`config.mk`:
```
export PLATFORM = sky130hd
export DESIGN_NAME = fft_frame_sequencer
export DESIGN_NICKNAME = d
export VERILOG_FILES = /design/src/rtl/fft_pkg.sv /design/src/rtl/fft_peak_tracker.sv /design/src/rtl/fft_frame_sequencer.sv
export SDC_FILE = /design/constraint.sdc
export NUM_CORES = 1
export LEC_CHECK = 0
export CORE_MARGIN = 2
export CORE_UTILIZATION = 45
export DETAILED_ROUTE_END_ITERATION = 10
export PLACE_DENSITY = 0.72
export SLEW_MARGIN = 20
export SYNTH_ARGS = -nofsm -noshare
export SYNTH_HDL_FRONTEND = slang
export SYNTH_SLANG_ARGS = --single-unit
```
`constraint.sdc`:
```
create_clock -name clk -period 7.8 [get_ports clk]
set_input_delay 1.17 -clock clk [delete_from_list [all_inputs] [get_ports clk]]
set_output_delay 1.17 -clock clk [all_outputs]
set_load 0.005 [all_outputs]
```
`src/rtl/fft_pkg.sv`:
```
// Shared definitions for the FFT frame sequencer and its peak tracker.
// Holds the default transform geometry, the complex sample layout
// (real in the upper half, imaginary in the lower half) and the frame
// sequencer state encoding.
package fft_pkg;

  localparam int bit_width = 16;
  localparam int M         = 9;
  localparam int N         = 512;
  localparam int MAG_W     = bit_width + 1;

  typedef struct packed {
    logic signed [bit_width-1:0] re;
    logic signed [bit_width-1:0] im;
  } complex_t;

  typedef enum logic [2:0] {
    IDLE,
    CLEAR,
    LOAD,
    START,
    WAIT,
    SCAN,
    REPORT
  } seq_state_t;

endpackage

```
`src/rtl/fft_peak_tracker.sv`:
```
// Running-maximum tracker for the spectrum scan.
// Ports:
//   clk, reset  - clock, synchronous active-high reset
//   clear       - start a new scan; the next valid bin seeds the maximum
//   valid       - data holds the bin given by bin
//   bin, data   - bin index and {re, im} bin contents
//   max_bin     - index of the largest bin seen so far, including the
//                 bin presented this cycle (combinational look-ahead)
//   max_mag     - |re|+|im| of that bin, unsigned bit_width+1 bits
module fft_peak_tracker #(
  parameter int bit_width = 16,
  parameter int M         = 9
) (
  input  logic                   clk,
  input  logic                   reset,
  input  logic                   clear,
  input  logic                   valid,
  input  logic [M-1:0]           bin,
  input  logic [2*bit_width-1:0] data,
  output logic [M-1:0]           max_bin,
  output logic [bit_width:0]     max_mag
);

  localparam int mag_w = bit_width + 1;

  logic [bit_width-1:0] re;
  logic [bit_width-1:0] im;
  logic [mag_w-1:0]     re_ext;
  logic [mag_w-1:0]     im_ext;
  logic [mag_w-1:0]     abs_re;
  logic [mag_w-1:0]     abs_im;
  logic [mag_w-1:0]     mag;
  logic [M-1:0]         bin_q;
  logic [mag_w-1:0]     mag_q;
  logic                 empty_q;
  logic                 take;

  assign re = data[2*bit_width-1:bit_width];
  assign im = data[bit_width-1:0];

  // One extra bit means the most negative input negates exactly.
  assign re_ext = {re[bit_width-1], re};
  assign im_ext = {im[bit_width-1], im};
  assign abs_re = re_ext[mag_w-1] ? (~re_ext + mag_w'(1)) : re_ext;
  assign abs_im = im_ext[mag_w-1] ? (~im_ext + mag_w'(1)) : im_ext;
  assign mag    = abs_re + abs_im;

  // Strictly greater only, so on a tie the earlier (lower) bin stays.
  assign take = valid && (empty_q || (mag > mag_q));

  always_ff @(posedge clk) begin
    if (reset || clear) begin
      bin_q   <= '0;
      mag_q   <= '0;
      empty_q <= 1'b1;
    end else if (take) begin
      bin_q   <= bin;
      mag_q   <= mag;
      empty_q <= 1'b0;
    end
  end

  // Look-ahead lets the owner capture the final result in the same
  // cycle the last bin is compared.
  assign max_bin = take ? bin : bin_q;
  assign max_mag = take ? mag : mag_q;

endmodule

```
`src/rtl/fft_frame_sequencer.sv`:
```
// Frame controller in front of the FFT core. Per frame it clears the
// core, loads N real samples, starts the transform, waits for done (with
// a timeout), scans bins 1..N/2-1 for the largest |re|+|im| and reports
// that bin.
// Ports:
//   clk, reset                 - clock, synchronous active-high reset
//   enable                     - frames begin only while high
//   sample_valid/sample/sample_ready - input sample stream
//   fft_reset/fft_load/fft_adr/fft_wd/fft_start - core control
//   fft_done/fft_rd            - core status and bin read data
//   peak_bin/peak_mag/result_valid - last frame's peak
//   timeout                    - pulse when the core never finished
//   drop_count                 - saturating count of refused samples
//   state_dbg                  - current sequencer state
//
// Handshake: a sample transfers in any cycle where sample_valid and
// sample_ready are both high; sample_ready does not depend on
// sample_valid, and a refused sample is not held for later.
module fft_frame_sequencer #(
  parameter int bit_width = 16,
  parameter int M         = 9,
  parameter int N         = 512,
  parameter int WAIT_MAX  = 16384
) (
  input  logic                   clk,
  input  logic                   reset,
  input  logic                   enable,
  input  logic                   sample_valid,
  input  logic [bit_width-1:0]   sample,
  output logic                   sample_ready,
  output logic                   fft_reset,
  output logic                   fft_load,
  output logic [M-1:0]           fft_adr,
  output logic [2*bit_width-1:0] fft_wd,
  output logic                   fft_start,
  input  logic                   fft_done,
  input  logic [2*bit_width-1:0] fft_rd,
  output logic [M-1:0]           peak_bin,
  output logic [bit_width:0]     peak_mag,
  output logic                   result_valid,
  output logic                   timeout,
  output logic [7:0]             drop_count,
  output fft_pkg::seq_state_t    state_dbg
);

  import fft_pkg::*;

  localparam int ww   = $clog2(WAIT_MAX) + 1;
  localparam int half = N / 2;

  seq_state_t         state_q;
  seq_state_t         state_d;
  logic [M-1:0]       sample_cnt_q;
  logic [ww-1:0]      wait_cnt_q;
  logic [M-1:0]       scan_adr_q;
  logic               scan_issue;
  logic               drain;
  logic               rd_valid_q;
  logic [M-1:0]       rd_bin_q;
  logic [M-1:0]       max_bin;
  logic [bit_width:0] max_mag;

  assign state_dbg    = state_q;
  assign sample_ready = (state_q == LOAD);
  // scan_adr_q == N/2 marks the drain cycle: no read issued, the last
  // returned bin is compared.
  assign scan_issue   = (state_q == SCAN) && (scan_adr_q != M'(half));
  assign drain        = (state_q == SCAN) && (scan_adr_q == M'(half));

  always_comb begin
    state_d      = state_q;
    fft_reset    = 1'b0;
    fft_load     = 1'b0;
    fft_start    = 1'b0;
    fft_adr      = '0;
    fft_wd       = '0;
    timeout      = 1'b0;
    result_valid = 1'b0;
    case (state_q)
      IDLE: begin
        if (enable) state_d = CLEAR;
      end
      CLEAR: begin
        fft_reset = 1'b1;
        state_d   = LOAD;
      end
      LOAD: begin
        fft_adr = sample_cnt_q;
        if (sample_valid) begin
          fft_load = 1'b1;
          fft_wd   = {sample, {bit_width{1'b0}}};
          if (sample_cnt_q == M'(N - 1)) state_d = START;
        end
      end
      START: begin
        fft_start = 1'b1;
        state_d   = WAIT;
      end
      WAIT: begin
        if (fft_done) begin
          state_d = SCAN;
        end else if (wait_cnt_q == ww'(WAIT_MAX - 1)) begin
          timeout = 1'b1;
          state_d = CLEAR;
        end
      end
      SCAN: begin
        if (scan_issue) fft_adr = scan_adr_q;
        else            state_d = REPORT;
      end
      REPORT: begin
        result_valid = 1'b1;
        state_d      = enable ? CLEAR : IDLE;
      end
      default: state_d = IDLE;
    endcase
  end

  always_ff @(posedge clk) begin
    if (reset) begin
      state_q      <= IDLE;
      sample_cnt_q <= '0;
      wait_cnt_q   <= '0;
      scan_adr_q   <= '0;
      rd_valid_q   <= 1'b0;
      rd_bin_q     <= '0;
      peak_bin     <= '0;
      peak_mag     <= '0;
      drop_count   <= '0;
    end else begin
      state_q <= state_d;

      if (state_q == CLEAR)  sample_cnt_q <= '0;
      else if (fft_load)     sample_cnt_q <= sample_cnt_q + M'(1);

      if (state_q == START)     wait_cnt_q <= '0;
      else if (state_q == WAIT) wait_cnt_q <= wait_cnt_q + ww'(1);

      // Bin 0 (DC) is never read; the scan starts at bin 1.
      if (state_q == WAIT)  scan_adr_q <= M'(1);
      else if (scan_issue)  scan_adr_q <= scan_adr_q + M'(1);

      // Read data for the address issued now arrives next cycle.
      rd_valid_q <= scan_issue;
      rd_bin_q   <= scan_adr_q;

      if (drain) begin
        peak_bin <= max_bin;
        peak_mag <= max_mag;
      end

      if (sample_valid && !sample_ready && enable && (drop_count != 8'hFF))
        drop_count <= drop_count + 8'd1;
    end
  end

  fft_peak_tracker #(
    .bit_width(bit_width),
    .M        (M)
  ) u_peak (
    .clk    (clk),
    .reset  (reset),
    .clear  (state_q == CLEAR),
    .valid  (rd_valid_q),
    .bin    (rd_bin_q),
    .data   (fft_rd),
    .max_bin(max_bin),
    .max_mag(max_mag)
  );

endmodule
```
==> metrics.txt <==
# TYPE chip_impl_metric gauge
chip_impl_metric{name="tritoncts_num_sinks",unit=""} 107
chip_impl_metric{name="postSynth.asyncResetShare",unit="%"} 0
chip_impl_metric{name="post_cts.resized_instances",unit=""} 0
chip_impl_metric{name="final.min_clock_period",unit="ps"} 6540
chip_impl_metric{name="post_cts_hold_buffer_count",unit=""} 0
chip_impl_info{name="critical_path.top_delay_family",value="compound AO/OA/AOI/OAI gates"} 1
chip_impl_info{name="grt_setup_unrepaired",value="no"} 1
chip_impl_metric{name="gr-usage-all-layers",unit="%"} 20.3
chip_impl_metric{name="routedWlPerCell",unit="µm"} 14.4
chip_impl_info{name="clockRootBuffer",value="clkbuf_16"} 1
chip_impl_metric{name="synth_warnings",unit=""} 0
chip_impl_metric{name="finalPower",unit="mW"} 1.54
chip_impl_metric{name="synth.distinct_cells",unit=""} 66
chip_impl_metric{name="slowest_delay",unit="ps"} 550
chip_impl_metric{name="max_freq",unit="GHz"} 0.153
chip_impl_metric{name="power_leakage",unit="nW"} 2.93
chip_impl_metric{name="drt.antenna.violating_nets",unit=""} 0
chip_impl_metric{name="cts_made_buffers",unit=""} 9
chip_impl_metric{name="setup_violations",unit=""} 0
chip_impl_metric{name="grt_pass1_vias",unit=""} 5410
chip_impl_metric{name="critPathMaxFanout",unit=""} 25
chip_impl_metric{name="drt-pass1-iter-count",unit=""} 5
chip_impl_metric{name="routed_via_density",unit=""} 5.52
chip_impl_metric{name="final_estimated_routing_congestion_in_global_placement",unit=""} 0.861
chip_impl_metric{name="post_synth_inst_count",unit=""} 796
chip_impl_metric{name="timing.critical_path.buf_inv",unit=""} 2
chip_impl_info{name="dominantRegCellSynth",value="dfxtp_1"} 1
chip_impl_metric{name="synth_seq_area_share",unit="%"} 33.0
chip_impl_metric{name="die_h",unit="µm"} 124
chip_impl_metric{name="fp.dieW",unit="µm"} 124
chip_impl_metric{name="power-per-cell-area",unit="mW/mm²"} 192
chip_impl_metric{name="vdd.ir_drop.worst",unit="V"} 0.000133
chip_impl_info{name="cts_tree",value="yes"} 1
chip_impl_metric{name="grt_antenna_before_repair",unit=""} 0
chip_impl_metric{name="initial_standard_cell_utilization_of_the_core",unit="%"} 46.4
chip_impl_metric{name="detailed_route_iter0_violations",unit=""} 447
chip_impl_metric{name="worstSkewPairLatency",unit="ps"} 340
chip_impl_metric{name="syn-mean-instance-area",unit="µm²"} 8.16
chip_impl_metric{name="post-dp-hpwl",unit="µm"} 11400
chip_impl_metric{name="clk_transition_reported_paths",unit="ps"} 70
chip_impl_metric{name="drive_above_1_share",unit="%"} 4.59
chip_impl_metric{name="finalNetCount",unit=""} 984
chip_impl_metric{name="grt_start_max_net_pins",unit=""} 50
chip_impl_info{name="critical_path.startpoint_type",value="primary input"} 1
chip_impl_metric{name="diodes",unit=""} 0
chip_impl_metric{name="overflow",unit=""} 0
chip_impl_metric{name="vias",unit=""} 5926
chip_impl_info{name="master_of_the_slowest_instance_on_the_critical_path",value="or4_1"} 1
chip_impl_metric{name="fp.dieArea",unit="mm²"} 0.0154
chip_impl_metric{name="worst_slew_margin_rel",unit="%"} 37.1
chip_impl_metric{name="post-cts-setup-buffers",unit=""} 0
chip_impl_info{name="crit_chain",value="clkdlybuf4s50_1 -> or4_1 -> or2_2 -> o31ai_1 -> xnor2_1 -> ha_1 -> a21o_1 -> o311a_1 -> or4_1 -> and2_1 -> ha_1 -> and2_0 -> a221o_1 -> a2111oi_2 -> o21a_1 -> buf_4 -> o21ai_0 -> a311oi_1"} 1
chip_impl_metric{name="total_of_flip_flops_plus_latches_after_synthesis",unit=""} 107
chip_impl_metric{name="post_synthesis_instance_area",unit="mm²"} 0.00650
chip_impl_metric{name="worst-endpoint-arrival",unit="ps"} 6790
chip_impl_info{name="end_kind",value="register"} 1
chip_impl_metric{name="synthToLayoutAreaGrowth",unit="%"} 23.6
chip_impl_metric{name="final-max-slew-violation-count",unit=""} 0
chip_impl_metric{name="synth_edf_count",unit=""} 0
chip_impl_metric{name="setup_tns",unit="ps"} 0
chip_impl_metric{name="final_routed_wirelength_across_all_metal_layers",unit="µm"} 15400
chip_impl_metric{name="io_pins",unit=""} 137
chip_impl_metric{name="max-cap-violations",unit=""} 0
chip_impl_metric{name="cts-htree-levels",unit=""} 3
chip_impl_metric{name="num-fill-cells",unit=""} 1324
chip_impl_metric{name="worst_clock_skew",unit="ps"} 5.66
chip_impl_metric{name="critPathRequiredTime",unit="ps"} 8050
chip_impl_metric{name="fp-row-count",unit=""} 43
chip_impl_info{name="run_status",value="finished clean"} 1
chip_impl_metric{name="finalHoldViolations",unit=""} 0
chip_impl_metric{name="placement.io_buffers",unit=""} 120
chip_impl_metric{name="transition_at_the_pin_with_the_smallest_max_transition_slack",unit="ps"} 943
chip_impl_info{name="criticalPathCategory",value="in -> reg"} 1
chip_impl_metric{name="period_share",unit="%"} 83.8
chip_impl_metric{name="core",unit="mm²"} 0.0140
chip_impl_metric{name="drc",unit=""} 0
chip_impl_metric{name="grt_first_pass_wirelength",unit="µm"} 25400
chip_impl_info{name="min_path_type",value="reg -> reg"} 1
chip_impl_metric{name="clock_path_buffers",unit=""} 2
## sequential cells by signal, summed over array words and instances (netlist names), 3 cells and up
register / flops
peak_mag: 17
u_peak.bin_q: 9
rd_bin_q: 9
drop_count: 8
scan_adr_q: 9
wait_cnt_q: 15
state_dbg: 3
sample_cnt_q: 9
peak_bin: 9
u_peak.mag_q: 17
## metrics by stage
step | setup WS [ps] | cell area [µm²] | hold slack (ps) | utilization, % | std cells
after floorplan | 1780 | 6550 | 448 | - | 811
after global placement | 949 | 7730 | 469 | 55.3 | 1057
after global routing | 842 | 8030 | 505 | 57.4 | 1074
final | 1260 | 8030 | 476 | 57.4 | 1074
after CTS | 1230 | 8020 | 477 | 57.3 | 1073
after detailed placement | 915 | 7730 | 467 | 55.3 | 1057
## layer usage
| metal | global-route usage (%) | part of all wire [%] | up-vias |
|---|---|---|---|
| li1 | - | - | 3025 |
| met1 | 27.3 | 47 | 2717 |
| met2 | 33.5 | 46 | 172 |
| met3 | 4.49 | 6.0 | 12 |
| met4 | 4.14 | 0.93 | 0 |
| met5 | 0 | 0 | - |
## cell usage in the layout, fill, tap and decap left out, types with 9 or more instances in the layout
cell             synthesis  routed
dfxtp_1                107     107
inv_1                   35      35
clkbuf_16                0       9
xnor2_1                 43      43
nor3_1                  15      14
nand4_1                 21      21
o21ai_0                 42      42
a311oi_1                22      22
nand3_1                 39      39
ha_1                    41      41
conb_1                   1      16
o31ai_1                 10      10
and3_1                  26      26
nand2b_1                 9       9
nand2_1                 48      48
a22o_1                   9       9
nor2_1                  89      89
or3_1                    9       9
xor2_1                  24      24
a21oi_1                 42      42
clkdlybuf4s50_1          0     119
## area by class of cell
| type | count | area (µm²) | area share, % |
|---|---|---|---|
| clock inverters | 7 | 60.1 | 0.748 |
| well taps | 180 | 225 | 2.80 |
| multi-input cells | 610 | 4000 | 49.8 |
| clock buffers | 9 | 225 | 2.80 |
| repair buffers | 126 | 1240 | 15.5 |
| inverters | 35 | 131 | 1.64 |
| flip-flops and latches | 107 | 2140 | 26.7 |
## synthesized netlist by cell type (3+ instances only)
library cell	count	area, µm²
xnor2_1	43	377
or2_2	6	37.5
xor2_1	24	210
a21oi_1	42	210
a211o_1	3	26.3
o21ai_0	42	210
and3_1	26	163
nor2b_1	8	50.1
o41ai_1	3	26.3
nor2_1	89	334
o31ai_1	10	75.1
nand4_1	21	131
a21o_1	7	52.6
o22ai_1	3	18.8
nand2_1	48	180
buf_4	16	120
dfxtp_1	107	2140
nand3_1	39	195
a311oi_1	22	193
nor3_1	15	75.1
a31oi_1	6	37.5
nand2b_1	9	56.3
o221ai_1	3	26.3
ha_1	41	513
or3_1	9	56.3
nor3b_1	3	22.5
and2_1	5	31.3
o211a_1	3	30.0
a22o_1	9	78.8
mux2i_1	4	40.0
clkbuf_1	40	150
or4_1	5	37.5
inv_1	35	131
a211oi_1	5	37.5
## worst register-to-register path, delay by kind of cell (launching register included)
family / cells / cell delay (ps)
simple gates: 4 / 1610
flops: 1 / 470
buf+inv: 2 / 460
compound gates: 1 / 160
## worst paths after layout
check / startpoint / to / slack [ps] / depth (start not counted)
worst max register to register: state_dbg[1] / sample_cnt_q[7] / 5010 / 7
worst max-delay path: fft_rd[4] / peak_mag[3] / 1260 / 18
worst min-delay path: u_peak.mag_q[14] / u_peak.mag_q[14] / 480 / 2
worst min register to register: u_peak.mag_q[14] / u_peak.mag_q[14] / 480 / 2
## cells by family after synthesis
| group | share of synthesized area, % |
|---|---|
| buf+inv | 6.39 |
| fa+ha+maj | 8.20 |
| mux | 0.963 |
| other cells | 0.0577 |
| simple gates | 23.2 |
| flops | 33.0 |
| compound gates | 19.2 |
| xor+xnor | 9.03 |
## report_power, final
group          internal [mW]  switching, mW  total (mW)
Clock                  0.222          0.212       0.434
Combinational          0.221          0.287       0.508
Sequential             0.566         0.0325       0.599
Total                   1.01          0.531        1.54
Power figures use the tool's default switching activity.
